--- src/rtl/addsub_mb_arbiter_if.sv ---
// ----------------------------------------------------------------------------
// addsub_mb_arbiter_if
// Bundle of request/response signals for the two-requester add/subtract
// arbiter.
//   req0_* / req1_* : valid/ready request channels with 32-bit operands A and B
//                     and a mode bit (0 = add, 1 = subtract)
//   rsp_*           : valid/ready response channel with requester id,
//                     32-bit result and carry/borrow
// Modports:
//   master : requester/consumer side (drives requests and rsp_ready)
//   slave  : arbiter side (drives ready outputs and the response)
// ----------------------------------------------------------------------------
interface addsub_mb_arbiter_if;
    logic        req0_valid;
    logic        req0_ready;
    logic [31:0] req0_a;
    logic [31:0] req0_b;
    logic        req0_mode;

    logic        req1_valid;
    logic        req1_ready;
    logic [31:0] req1_a;
    logic [31:0] req1_b;
    logic        req1_mode;

    logic        rsp_valid;
    logic        rsp_id;
    logic [31:0] rsp_result;
    logic        rsp_carry;
    logic        rsp_ready;

    modport master (
        output req0_valid, req0_a, req0_b, req0_mode,
        output req1_valid, req1_a, req1_b, req1_mode,
        output rsp_ready,
        input  req0_ready, req1_ready,
        input  rsp_valid, rsp_id, rsp_result, rsp_carry
    );

    modport slave (
        input  req0_valid, req0_a, req0_b, req0_mode,
        input  req1_valid, req1_a, req1_b, req1_mode,
        input  rsp_ready,
        output req0_ready, req1_ready,
        output rsp_valid, rsp_id, rsp_result, rsp_carry
    );
endinterface

--- src/rtl/addsub_mb_arbiter.sv ---
// ----------------------------------------------------------------------------
// addsub_mb_arbiter
// Two requesters share a single 8-bit add/subtract slice. An accepted 32-bit
// operation is processed as four byte steps (byte 0 first) with the carry
// chained between steps, then held on the response channel until consumed.
// Ports:
//   clk : single clock, rising edge
//   rst : asynchronous, active-high reset
//   bus : addsub_mb_arbiter_if.slave (request channels 0/1, response channel)
// Timing: accept edge -> 4 CALC edges -> RESP; rsp_valid rises 4 edges after
// the accept; one IDLE cycle after the response handshake (6 cycles minimum).
// ----------------------------------------------------------------------------
module addsub_mb_arbiter (
    input logic                      clk,
    input logic                      rst,
    addsub_mb_arbiter_if.slave       bus
);

    typedef enum logic [1:0] {
        StIdle = 2'd0,
        StCalc = 2'd1,
        StResp = 2'd2
    } state_e;

    state_e      state_q, state_d;
    logic [31:0] a_q, a_d;            // operand A, shifted right one byte per step
    logic [31:0] b_q, b_d;            // operand B, shifted right one byte per step
    logic [31:0] result_q, result_d;  // result bytes shifted in from the top
    logic        mode_q, mode_d;
    logic        id_q, id_d;
    logic        carry_q, carry_d;    // carry chained between byte steps
    logic        rsp_carry_q, rsp_carry_d;
    logic [1:0]  idx_q, idx_d;        // byte currently being processed
    logic        last_q, last_d;      // requester granted most recently

    logic        grant0, grant1;
    logic        accept0, accept1;
    logic        idle_open;
    logic [7:0]  b_byte;
    logic [8:0]  byte_sum;

    // ------------------------------------------------------------------------
    // Arbitration: a lone requester always wins; on a tie the one not granted
    // last wins. last_q resets to 1 so req0 takes the first tie.
    // ------------------------------------------------------------------------
    assign grant0 = bus.req0_valid && (!bus.req1_valid || last_q);
    assign grant1 = bus.req1_valid && (!bus.req0_valid || !last_q);

    // Ready is combinational in IDLE; gated by rst so it is low while reset
    // is held even though the state register already reads IDLE.
    assign idle_open      = (state_q == StIdle) && !rst;
    assign bus.req0_ready = idle_open && grant0;
    assign bus.req1_ready = idle_open && grant1;
    assign accept0        = bus.req0_ready;
    assign accept1        = bus.req1_ready;

    // ------------------------------------------------------------------------
    // Shared byte slice: subtract is A + ~B + 1, the +1 coming from the
    // initial carry loaded at accept.
    // ------------------------------------------------------------------------
    assign b_byte   = mode_q ? ~b_q[7:0] : b_q[7:0];
    assign byte_sum = {1'b0, a_q[7:0]} + {1'b0, b_byte} + {8'd0, carry_q};

    // ------------------------------------------------------------------------
    // Next-state logic
    // ------------------------------------------------------------------------
    always_comb begin
        state_d     = state_q;
        a_d         = a_q;
        b_d         = b_q;
        result_d    = result_q;
        mode_d      = mode_q;
        id_d        = id_q;
        carry_d     = carry_q;
        rsp_carry_d = rsp_carry_q;
        idx_d       = idx_q;
        last_d      = last_q;

        unique case (state_q)
            StIdle: begin
                if (accept0 || accept1) begin
                    a_d     = accept1 ? bus.req1_a    : bus.req0_a;
                    b_d     = accept1 ? bus.req1_b    : bus.req0_b;
                    mode_d  = accept1 ? bus.req1_mode : bus.req0_mode;
                    id_d    = accept1;
                    last_d  = accept1;
                    carry_d = accept1 ? bus.req1_mode : bus.req0_mode;
                    idx_d   = 2'd0;
                    state_d = StCalc;
                end
            end

            StCalc: begin
                a_d      = {8'd0, a_q[31:8]};
                b_d      = {8'd0, b_q[31:8]};
                result_d = {byte_sum[7:0], result_q[31:8]};
                carry_d  = byte_sum[8];
                idx_d    = idx_q + 2'd1;
                if (idx_q == 2'd3) begin
                    // Subtract reports a borrow, i.e. the inverted carry-out.
                    rsp_carry_d = mode_q ? ~byte_sum[8] : byte_sum[8];
                    state_d     = StResp;
                end
            end

            StResp: begin
                if (bus.rsp_ready) begin
                    state_d = StIdle;
                end
            end

            default: begin
                state_d = StIdle;
            end
        endcase
    end

    // ------------------------------------------------------------------------
    // State registers
    // ------------------------------------------------------------------------
    always_ff @(posedge clk or posedge rst) begin
        if (rst) begin
            state_q     <= StIdle;
            a_q         <= 32'd0;
            b_q         <= 32'd0;
            result_q    <= 32'd0;
            mode_q      <= 1'b0;
            id_q        <= 1'b0;
            carry_q     <= 1'b0;
            rsp_carry_q <= 1'b0;
            idx_q       <= 2'd0;
            last_q      <= 1'b1;
        end else begin
            state_q     <= state_d;
            a_q         <= a_d;
            b_q         <= b_d;
            result_q    <= result_d;
            mode_q      <= mode_d;
            id_q        <= id_d;
            carry_q     <= carry_d;
            rsp_carry_q <= rsp_carry_d;
            idx_q       <= idx_d;
            last_q      <= last_d;
        end
    end

    // ------------------------------------------------------------------------
    // Response outputs: registers only change in IDLE/CALC, so they are
    // stable for the whole RESP period.
    // ------------------------------------------------------------------------
    assign bus.rsp_valid  = (state_q == StResp);
    assign bus.rsp_id     = id_q;
    assign bus.rsp_result = result_q;
    assign bus.rsp_carry  = rsp_carry_q;

endmodule

--- src/flat_wrapper.sv ---
// flat-port wrapper written by rule: the top's interface ports become plain ports
module addsub_mb_arbiter_flat 
  (clk, rst, bus_req0_valid, bus_req0_a, bus_req0_b, bus_req0_mode, bus_req1_valid, bus_req1_a, bus_req1_b, bus_req1_mode, bus_rsp_ready, bus_req0_ready, bus_req1_ready, bus_rsp_valid, bus_rsp_id, bus_rsp_result, bus_rsp_carry);
  addsub_mb_arbiter_if bus_i ();
  input logic clk;
  input logic rst;
  input wire logic [$bits(bus_i.req0_valid)-1:0] bus_req0_valid;
  input wire logic [$bits(bus_i.req0_a)-1:0] bus_req0_a;
  input wire logic [$bits(bus_i.req0_b)-1:0] bus_req0_b;
  input wire logic [$bits(bus_i.req0_mode)-1:0] bus_req0_mode;
  input wire logic [$bits(bus_i.req1_valid)-1:0] bus_req1_valid;
  input wire logic [$bits(bus_i.req1_a)-1:0] bus_req1_a;
  input wire logic [$bits(bus_i.req1_b)-1:0] bus_req1_b;
  input wire logic [$bits(bus_i.req1_mode)-1:0] bus_req1_mode;
  input wire logic [$bits(bus_i.rsp_ready)-1:0] bus_rsp_ready;
  output wire logic [$bits(bus_i.req0_ready)-1:0] bus_req0_ready;
  output wire logic [$bits(bus_i.req1_ready)-1:0] bus_req1_ready;
  output wire logic [$bits(bus_i.rsp_valid)-1:0] bus_rsp_valid;
  output wire logic [$bits(bus_i.rsp_id)-1:0] bus_rsp_id;
  output wire logic [$bits(bus_i.rsp_result)-1:0] bus_rsp_result;
  output wire logic [$bits(bus_i.rsp_carry)-1:0] bus_rsp_carry;
  assign bus_i.req0_valid = bus_req0_valid;
  assign bus_i.req0_a = bus_req0_a;
  assign bus_i.req0_b = bus_req0_b;
  assign bus_i.req0_mode = bus_req0_mode;
  assign bus_i.req1_valid = bus_req1_valid;
  assign bus_i.req1_a = bus_req1_a;
  assign bus_i.req1_b = bus_req1_b;
  assign bus_i.req1_mode = bus_req1_mode;
  assign bus_i.rsp_ready = bus_rsp_ready;
  assign bus_req0_ready = bus_i.req0_ready;
  assign bus_req1_ready = bus_i.req1_ready;
  assign bus_rsp_valid = bus_i.rsp_valid;
  assign bus_rsp_id = bus_i.rsp_id;
  assign bus_rsp_result = bus_i.rsp_result;
  assign bus_rsp_carry = bus_i.rsp_carry;
  addsub_mb_arbiter u_core (.clk(clk), .rst(rst), .bus(bus_i));
endmodule
--- config.mk ---
export PLATFORM = sky130hd
export DESIGN_NAME = addsub_mb_arbiter_flat
export DESIGN_NICKNAME = d
export VERILOG_FILES = /design/src/rtl/addsub_mb_arbiter_if.sv /design/src/rtl/addsub_mb_arbiter.sv /design/src/flat_wrapper.sv
export SDC_FILE = /design/constraint.sdc
export NUM_CORES = 1
export LEC_CHECK = 0
export BUFFER_PORTS_ARGS = -buffer_cell sky130_fd_sc_hd__buf_2
export CAP_MARGIN = 20
export CORE_MARGIN = 1.5
export CORE_UTILIZATION = 35
export DETAILED_ROUTE_END_ITERATION = 10
export PLACE_DENSITY_LB_ADDON = 0.2
export SKIP_CTS_REPAIR_TIMING = 1
export SLEW_MARGIN = 20
export SYNTH_ARGS = -nofsm -noshare
export SYNTH_HDL_FRONTEND = slang
export SYNTH_SLANG_ARGS = --single-unit
--- constraint.sdc ---
create_clock -name clk -period 4.6 [get_ports clk]
set_input_delay 1.38 -clock clk [delete_from_list [all_inputs] [get_ports clk]]
set_output_delay 1.38 -clock clk [all_outputs]
set_load 0.01 [all_outputs]
==> metrics.md, run 1 <==
| Metric | Value |
|---|---|
| Outcome | `finished clean` |
| Flop pwr share | `0.350` |
| Fin. Hold Viols | `0` |
| PortBufs | `171` |
| Max FO, Critical Path | `6` |
| DR vias/cell | `5.154` |
| FP Rows | `45` |
| Count of cell types in the netlist | `36` |
| Clk slew on worst S/H paths | `70 ps` |
| Routed length per placed instance | `15.15 um` |
| H-tree Lvls | `3` |
| Ys flop type | `dfrtp_1` |
| Die Ht | `127.6 um` |
| DR iter-0 viols | `255` |
| Most frequent cells in the layout | `196 x nand2_1, 171 x buf_2, 104 x dfrtp_1, 62 x o21ai_0, 50 x a21o_1` |
| Dpl hpwl | `9685 um` |
| RSZ-0062 raised after global routing | `false` |
| Clock sinks | `105` |
| Post-Place Worst Slack | `982.6 ps` |
| Core Area | `0.01520 sq mm` |
| Final nets | `906` |
| Largest net degree at the start of global routing | `106` |
| Clock Skew | `7.620 ps` |
| Clock power share | `0.168` |
| Post-Synth XOR/XNOR Area | `0.02094` |
| Path category of the worst min-delay check | `reg2reg` |
| CTS tree | `yes` |
| Post-synth EDFFs | `0` |
| Int Pwr | `2.763 mW` |
| Root Driver | `clkbuf_16` |
| Slew @ Worst Pin | `1047 ps` |
| Multiplexer share of the synthesized area | `0.02025` |
| Post-route DRC | `0` |
| GRT Overall Usage | `0.1798` |
| Rel. slew slack | `0.3021` |
| Gpl congestion | `0.7886` |
| Register area share after synthesis | `0.4834` |
| Arr. time, crit path | `2210 ps` |
| Detailed-route wire length | `14420 um` |
| Vias in the first global route | `4693` |
| Vias | `4907` |
| Warnings, synthesis | `0` |
| Overflow after GRT | `0` |
| Pwr Density | `706.3 mW/mm^2` |
| Compound-Gate Fraction of Synth Area | `0.2269` |
| Sw Ratio | `0.4139` |
| Combinational group share of total power | `0.482` |
| Mapped Avg Cell Area | `8.771 sq um` |
| First-pass GRT wire length | `23180 um` |
| Period utilization | `0.7803` |
| Tot Pwr | `4.715 mW` |
| Async SR Flop Fraction | `1.000` |
| Setup slack after layout | `1011 ps` |
| Antenna Diode Count | `0` |
| Endpoints failing setup | `0` |
| CTS Buf Count | `9` |
| Final max-slew violation count | `0` |
| Leak | `3.608 nW` |
| Sum Neg Setup Slack | `0 ps` |
| MaxCap Viol Count | `0` |
| NetSw | `1.952 mW` |
| Initial antenna violation count | `0` |
| Kind of critical path | `in2out` |
| Chip width | `127.6 um` |
| Worst Setup Start Kind | `primary input` |
| Layout area overhead | `22.78%` |
| Synth Area in Adders | `0.02577` |
| Tmin final | `3589 ps` |
| CTS Buffer Depth | `2` |
| Commonest non-fill, non-tap cell in the layout | `nand2_1` |
| WP data required | `3220 ps` |
| Die area | `0.01629 sq mm` |
| Synth top area share | `0.4786` |
| Largest family of logic cells by synthesized area | `compound AO/OA/AOI/OAI gates` |
| Mapped Cells | `620` |
| # IOs | `172` |
| Antenna-violating nets left | `0` |
| VDD IR max | `0.3042 mV` |
| Post-Syn Area | `0.005438 sq mm` |
| Top cells by area, synth | `dfrtp_1 48%, nand2_1 14%, a21o_1 6.9%, o21ai_0 5.7%, a31oi_1 5.6%` |
| Crit. End Element | `primary output` |
| Proportion of layout cells with a drive suffix above 1 | `0.2696` |
| Fmax | `278.6 MHz` |
| Mapped Nets | `765` |
| Total iterations of the first detailed-routing run | `5` |
| Post-synthesis simple-gate area fraction | `0.1696` |
| #FFs+latches synth | `105` |
| Synth area leader | `dfrtp_1` |
| Clk_lat worst skew | `350 ps` |
| Initial core utilization | `0.3577` |
worst paths after layout:
check | depth (start not counted) | to | slack [ps] | start
hold reg to reg | 1 | u_core.b_q[13]$_DFFE_PP0P_ | 470 | u_core.b_q[21]$_DFFE_PP0P_
min in group asynchronous | 2 | u_core.state_q[1]$_DFFE_PP0P_ | 1220 | rst
setup reg to reg | 8 | u_core.bus.rsp_carry$_DFFE_PP0P_ | 1900 | u_core.mode_q$_DFFE_PP0P_
max in group asynchronous | 3 | u_core.b_q[16]$_DFFE_PP0P_ | 2570 | rst
setup / recovery | 5 | bus_req1_ready | 1010 | rst
hold / removal | 1 | u_core.b_q[13]$_DFFE_PP0P_ | 470 | u_core.b_q[21]$_DFFE_PP0P_
kinds of logic (layout without fill, tap and decap cells):
family	Yosys count	in the layout
XOR/XNOR	13	13
multiplexers	11	11
flip-flops	105	105
AO/OA/AOI/OAI	194	194
AND/OR/NAND/NOR	231	231
adder cells (fa/ha/maj)	10	10
buffers and inverters	56	200
synth_stat cells, types with 8 or more instances:
library cell  instances
nand2_1             196
dfrtp_1             104
o21ai_0              62
a21o_1               50
a31oi_1              49
clkbuf_1             19
buf_2                18
nand3_1              13
o21ai_1              13
xor2_1               12
mux2i_1              11
nor2_1               10
ha_1                  8
layout make-up:
class                      count  area (sq um)
multi-input combinational    459          2551
clock inverter                 2         37.54
timing repair buffer         178         924.6
sequential                   105          2629
tap                          188         235.2
clock buffer                  12         266.5
fill                        1558          8526
inverter                       8         32.53
layer usage:
metal | part of all wire | GRT usage | vias to the layer above
met3 | 0.057 | 0.03727 | 11
met5 | 0 | 0 | -
met1 | 0.46 | 0.2427 | 2331
li1 | - | - | 2396
met2 | 0.47 | 0.2941 | 169
met4 | 0.011 | 0.04957 | 0
state kept, by name, indices dropped and copies added, names as in the netlist:
| signal | flops |
|---|---|
| u_core.bus.rsp_carry | 1 |
| u_core.mode_q | 1 |
| u_core.bus.rsp_id | 1 |
| u_core.idx_q | 2 |
| u_core.a_q | 32 |
| u_core.carry_q | 1 |
| u_core.bus.rsp_result | 32 |
| u_core.state_q | 2 |
| u_core.b_q | 32 |
| u_core.last_q | 1 |
power by group through the flow:
stage	Sequential [mW]	Combinational (mW)	Clock [mW]
after global placement	1.66	2.23	0
final	1.65	2.27	0.790
after CTS	1.66	2.30	0.816
after floorplan	1.62	1.71	0
after global routing	1.70	2.58	0.852
after detailed placement	1.67	2.29	0
worst max-delay path, cell delays in order:
cell,delay (ps)
buf_2,130
nor3_4,250
nand3_2,190
inv_2,120
buf_2,140
metrics by stage:
| stage | utilization | cells | hold WS, ps | cell area, sq um |
|---|---|---|---|---|
| final | 0.4392 | 952 | 470.8 | 6676 |
| after CTS | 0.4384 | 951 | 472.8 | 6665 |
| after floorplan | - | 620 | 444.0 | 5438 |
| after detailed placement | 0.4184 | 937 | 452.6 | 6361 |
| after global placement | 0.4184 | 937 | 451.5 | 6361 |
| after global routing | 0.4392 | 952 | 488.7 | 6676 |
Power figures use the tool's default switching activity.
==> inputs of run 2 (changes only) <==
- clock period: 4.6 -> 3.5 ns (I/O delays scaled with it)
==> metrics.md, run 2 (synthesis gave the netlist of run 1 again) <==
| Metric | Value |
|---|---|
| Path category of the worst min-delay check | `reg2reg` |
| M1 GR Usage | `0.2459` |
| Flop pwr share | `0.346` |
| Proportion of layout cells with a drive suffix above 1 | `0.2706` |
| Layout area overhead | `23.45%` |
| Met3 GRT Util | `0.05025` |
| Most frequent cells in the layout | `196 x nand2_1, 171 x buf_2, 104 x dfrtp_1, 62 x o21ai_0, 50 x a21o_1` |
| Post-Place Worst Slack | `554.0 ps` |
| Commonest non-fill, non-tap cell in the layout | `nand2_1` |
| Die Ht | `127.6 um` |
| Root Driver | `clkbuf_16` |
| Sw Ratio | `0.4154` |
| Fmax | `342.2 MHz` |
| H-tree Lvls | `3` |
| Gpl congestion | `0.8021` |
| Arr. time, crit path | `1870 ps` |
| Kind of critical path | `in2out` |
| Inst Count DP | `938` |
| WP data required | `2450 ps` |
| Leak | `3.613 nW` |
| Vias | `4892` |
| Tmin final | `2922 ps` |
| Setup slack after layout | `577.8 ps` |
| Final max-slew violation count | `0` |
| Chip width | `127.6 um` |
| VDD IR max | `0.4008 mV` |
| Period utilization | `0.8349` |
| Met2 usage | `0.2932` |
| # IOs | `172` |
| Initial antenna violation count | `1` |
| Crit. End Element | `primary output` |
| Largest net degree at the start of global routing | `111` |
| Post-route DRC | `0` |
| Total iterations of the first detailed-routing run | `4` |
| Antenna Diode Count | `0` |
| PortBufs | `171` |
| NetSw | `2.607 mW` |
| Clock power share | `0.173` |
| Initial core utilization | `0.3577` |
| DR iter-0 viols | `295` |
| CTS Buf Count | `9` |
| Die area | `0.01629 sq mm` |
| Outcome | `finished clean` |
| Non-filler cells in the finished layout | `953` |
| Slew @ Worst Pin | `1056 ps` |
| CTS tree | `yes` |
| Clk slew on worst S/H paths | `60 ps` |
| Detailed-route wire length | `14470 um` |
| Pwr Density | `934.8 mW/mm^2` |
| Worst Setup Start Kind | `primary input` |
| Fin. Hold Viols | `0` |
| GRT Overall Usage | `0.1846` |
| Max FO, Critical Path | `6` |
| Overflow after GRT | `0` |
| Vias in the first global route | `4823` |
| Rel. slew slack | `0.2959` |
| Clock Skew | `9.215 ps` |
| DR vias/cell | `5.133` |
| Clock sinks | `105` |
| Routed length per placed instance | `15.18 um` |
| Combinational group share of total power | `0.481` |
| FP Rows | `45` |
| Endpoints failing setup | `0` |
| Int Pwr | `3.669 mW` |
| MaxCap Viol Count | `0` |
| Sum Neg Setup Slack | `0 ps` |
| RSZ-0062 raised after global routing | `false` |
| Core Area | `0.01520 sq mm` |
| First-pass GRT wire length | `23810 um` |
| Final nets | `906` |
| Dpl hpwl | `9679 um` |
| CTS Buffer Depth | `2` |
| Antenna-violating nets left | `0` |
| Grt peak-use layer | `met2` |
| Clk_lat worst skew | `360 ps` |
-- run 2: worst paths after layout --
check	start	end	slack (ps)	depth (start not counted)
setup / recovery	rst	bus_req1_ready	580	5
max in group asynchronous	rst	u_core.b_q[13]$_DFFE_PP0P_	1900	3
setup reg to reg	u_core.mode_q$_DFFE_PP0P_	u_core.bus.rsp_carry$_DFFE_PP0P_	730	8
hold / removal	u_core.bus.rsp_result[2]$_DFFE_PP0P_	u_core.bus.rsp_result[2]$_DFFE_PP0P_	470	2
min in group asynchronous	rst	u_core.state_q[1]$_DFFE_PP0P_	850	2
hold reg to reg	u_core.bus.rsp_result[2]$_DFFE_PP0P_	u_core.bus.rsp_result[2]$_DFFE_PP0P_	470	2
-- run 2: through the flow --
stage,util,power [mW],instance area (sq um),hold WS (ps)
after floorplan,-,4.374,5441,444.0
after global placement,0.4207,5.150,6395,452.6
after detailed placement,0.4207,5.225,6395,457.2
after CTS,0.4416,6.349,6713,473.7
after global routing,0.4416,6.863,6713,491.5
final,0.4416,6.275,6713,470.7
-- run 2: per-layer routing --
metal  wire (um)  share of wire
met5           0              0
met4         275          0.019
met3         847          0.059
met2        6837           0.47
met1        6508           0.45
-- run 2: layout make-up --
class	instances	area, sq um
Fill cell	1560	8489
Multi-Input combinational cell	459	2551
Clock buffer	9	225.2
Inverter	8	33.78
Timing Repair Buffer	178	945.9
Tap cell	188	235.2
Clock inverter	6	92.59
Sequential cell	105	2629
-- run 2: power groups by stage --
stage	combinational, mW	clock, mW	sequential (mW)
global route	3.46	1.17	2.24
finish	3.02	1.08	2.17
detailed placement	3.03	0	2.19
global placement	2.97	0	2.18
CTS	3.05	1.12	2.18
floorplan	2.24	0	2.13
-- run 2: worst max-delay path: stages --
cell	delay, ps
buf_2	130
nor3_4	240
nand3_2	190
inv_2	110
buf_2	140
==> inputs of run 3 (changes only) <==
- ABC_AREA: unset -> 1
- clock period: 3.5 -> 3.05 ns (I/O delays scaled with it)
==> metrics.md, run 3 <==
| Metric | Value |
|---|---|
| Arr. time, crit path | `1730 ps` |
| Endpoints failing setup | `0` |
| GRT Overall Usage | `0.1843` |
| #FFs+latches synth | `105` |
| Root Driver | `clkbuf_16` |
| Gpl congestion | `0.7821` |
| Die area | `0.01772 sq mm` |
| Multi-input logic area | `0.002795 sq mm` |
| Top cells by area, synth | `dfrtp_1 44%, nand2_1 18%, nand3_1 14%, or2_2 5.2%, inv_1 3.6%` |
| Synth top area share | `0.4392` |
| Critical path startpoint | `rst` |
| Overflow after GRT | `0` |
| Total iterations of the first detailed-routing run | `4` |
| Inst Count DP | `1162` |
| Post-Place Worst Slack | `379.2 ps` |
| Async SR Flop Fraction | `1.000` |
| Die Ht | `133.1 um` |
| Post-route DRC | `0` |
| Non-filler cells in the finished layout | `1178` |
| WP data required | `2130 ps` |
| Vias in the first global route | `5172` |
| CTS Buf Count | `9` |
| Fin. Hold Viols | `0` |
| Most instantiated cells after synthesis | `292 x nand2_1, 169 x nand3_1, 104 x dfrtp_1` |
| Layout area overhead | `21.81%` |
| Antenna Diode Count | `0` |
| Period utilization | `0.8670` |
| Slew @ Worst Pin | `767.5 ps` |
| Largest net degree at the start of global routing | `77` |
| Antenna-violating nets left | `0` |
| Clk slew on worst S/H paths | `70 ps` |
| Detailed-route wire length | `15620 um` |
| Final nets | `1098` |
| FF-to-FF Start | `u_core.mode_q$_DFFE_PP0P_` |
| First-pass GRT wire length | `25930 um` |
| FP Rows | `47` |
| Hold Crit Start | `u_core.b_q[22]$_DFFE_PP0P_` |
| DR iter-0 viols | `327` |
| Hold Path Cell Cnt | `2` |
| Ys flop type | `dfrtp_1` |
| Mapped Nets | `953` |
| Setup slack after layout | `405.8 ps` |
| Max FO, Critical Path | `6` |
| CTS Buffer Depth | `2` |
| Vias | `5441` |
| Seq. cell area | `0.002629 sq mm` |
| Dpl hpwl | `11000 um` |
| Proportion of layout cells with a drive suffix above 1 | `0.2724` |
| Initial antenna violation count | `0` |
| Routed length per placed instance | `13.26 um` |
| Tot Pwr | `8.124 mW` |
| Outcome | `finished clean` |
| Clock Skew | `5.723 ps` |
| Fmax | `378.2 MHz` |
| Most frequent cell after synthesis | `nand2_1` |
| # fillers | `1818` |
| Crit. End Element | `primary output` |
| Chip width | `133.1 um` |
| DR vias/cell | `4.619` |
| Count of cell types in the netlist | `27` |
| Worst Setup Start Kind | `primary input` |
| Initial core utilization | `0.3573` |
| Post-Syn Area | `0.005926 sq mm` |
| Warnings, synthesis | `0` |
| Sum Neg Setup Slack | `0 ps` |
| H-tree Lvls | `3` |
| Core Area | `0.01658 sq mm` |
| RSZ-0062 raised after global routing | `false` |
| Pwr Density | `1126 mW/mm^2` |
| MaxCap Viol Count | `0` |
| Post-synth EDFFs | `0` |
| Mapped Cells | `808` |
| Register area share after synthesis | `0.4436` |
| Clk_lat worst skew | `350 ps` |
| Most frequent cells in the layout | `291 x nand2_1, 171 x buf_2, 169 x nand3_1, 104 x dfrtp_1, 56 x inv_1` |
| Leak | `4.013 nW` |
| Clock sinks | `105` |
| Synth area leader | `dfrtp_1` |
| R2R depth | `11` |
| Path category of the worst min-delay check | `reg2reg` |
| PortBufs | `171` |
| Kind of critical path | `in2out` |
| Rel. slew slack | `0.4883` |
| Tmin final | `2644 ps` |
| VDD IR max | `0.5197 mV` |
| Mapped Avg Cell Area | `7.334 sq um` |
| # IOs | `172` |
| Final max-slew violation count | `0` |
| Commonest non-fill, non-tap cell in the layout | `nand2_1` |
| CTS tree | `yes` |
run 3: worst paths after layout:
path	end	slack, ps
worst max-delay path	bus_req1_ready	410
worst min-delay path	u_core.b_q[22]$_DFFE_PP0P_	470
worst max register to register	u_core.bus.rsp_carry$_DFFE_PP0P_	690
worst min register to register	u_core.b_q[22]$_DFFE_PP0P_	470
max in group asynchronous	u_core.bus.rsp_result[28]$_DFFE_PP0P_	1080
min in group asynchronous	u_core.a_q[22]$_DFFE_PP0P_	770
run 3: cells by family after synthesis:
| family | share of synthesized area |
|---|---|
| AO/OA/AOI/OAI | 0.04160 |
| XOR/XNOR | 0.01478 |
| adder cells (fa/ha/maj) | 0.02365 |
| buffers and inverters | 0.08594 |
| flip-flops | 0.4436 |
| AND/OR/NAND/NOR | 0.3904 |
run 3: area by class of cell:
| class | count | share of cell area |
|---|---|---|
| Clock buffer | 9 | 0.03120 |
| Timing Repair Buffer | 186 | 0.1359 |
| Clock inverter | 7 | 0.01109 |
| Multi-Input combinational cell | 590 | 0.3872 |
| Sequential cell | 105 | 0.3642 |
| Tap cell | 220 | 0.03813 |
| Inverter | 61 | 0.03224 |
run 3: power breakdown:
part / internal, mW / switching, mW / leakage, nW
Sequential: 2.10 / 0.412 / 1.30
Combinational: 1.71 / 2.72 / 2.57
Clock: 0.643 / 0.538 / 0.142
run 3: per-stage QoR:
stage / cell area, sq um / hold WS, ps / utilization
after floorplan: 5939 / 441.7 / -
after global placement: 6913 / 453.2 / 0.4169
after detailed placement: 6913 / 458.8 / 0.4169
after CTS: 7218 / 477.9 / 0.4353
after global routing: 7218 / 496.1 / 0.4353
final: 7218 / 473.6 / 0.4353
run 3: critical path, stage by stage:
cell	delay (ps)
buf_2	130
clkinvlp_4	70
nand3_1	70
nor2_1	330
buf_2	210
run 3: routing by layer:
layer,vias to the layer above,wire [um],track usage,share of wire
met4,0,242,0.04831,0.015
met1,2434,7731,0.2666,0.49
li1,2855,-,-,-
met2,138,6845,0.2792,0.44
met5,-,0,0,0
met3,14,800,0.04148,0.051
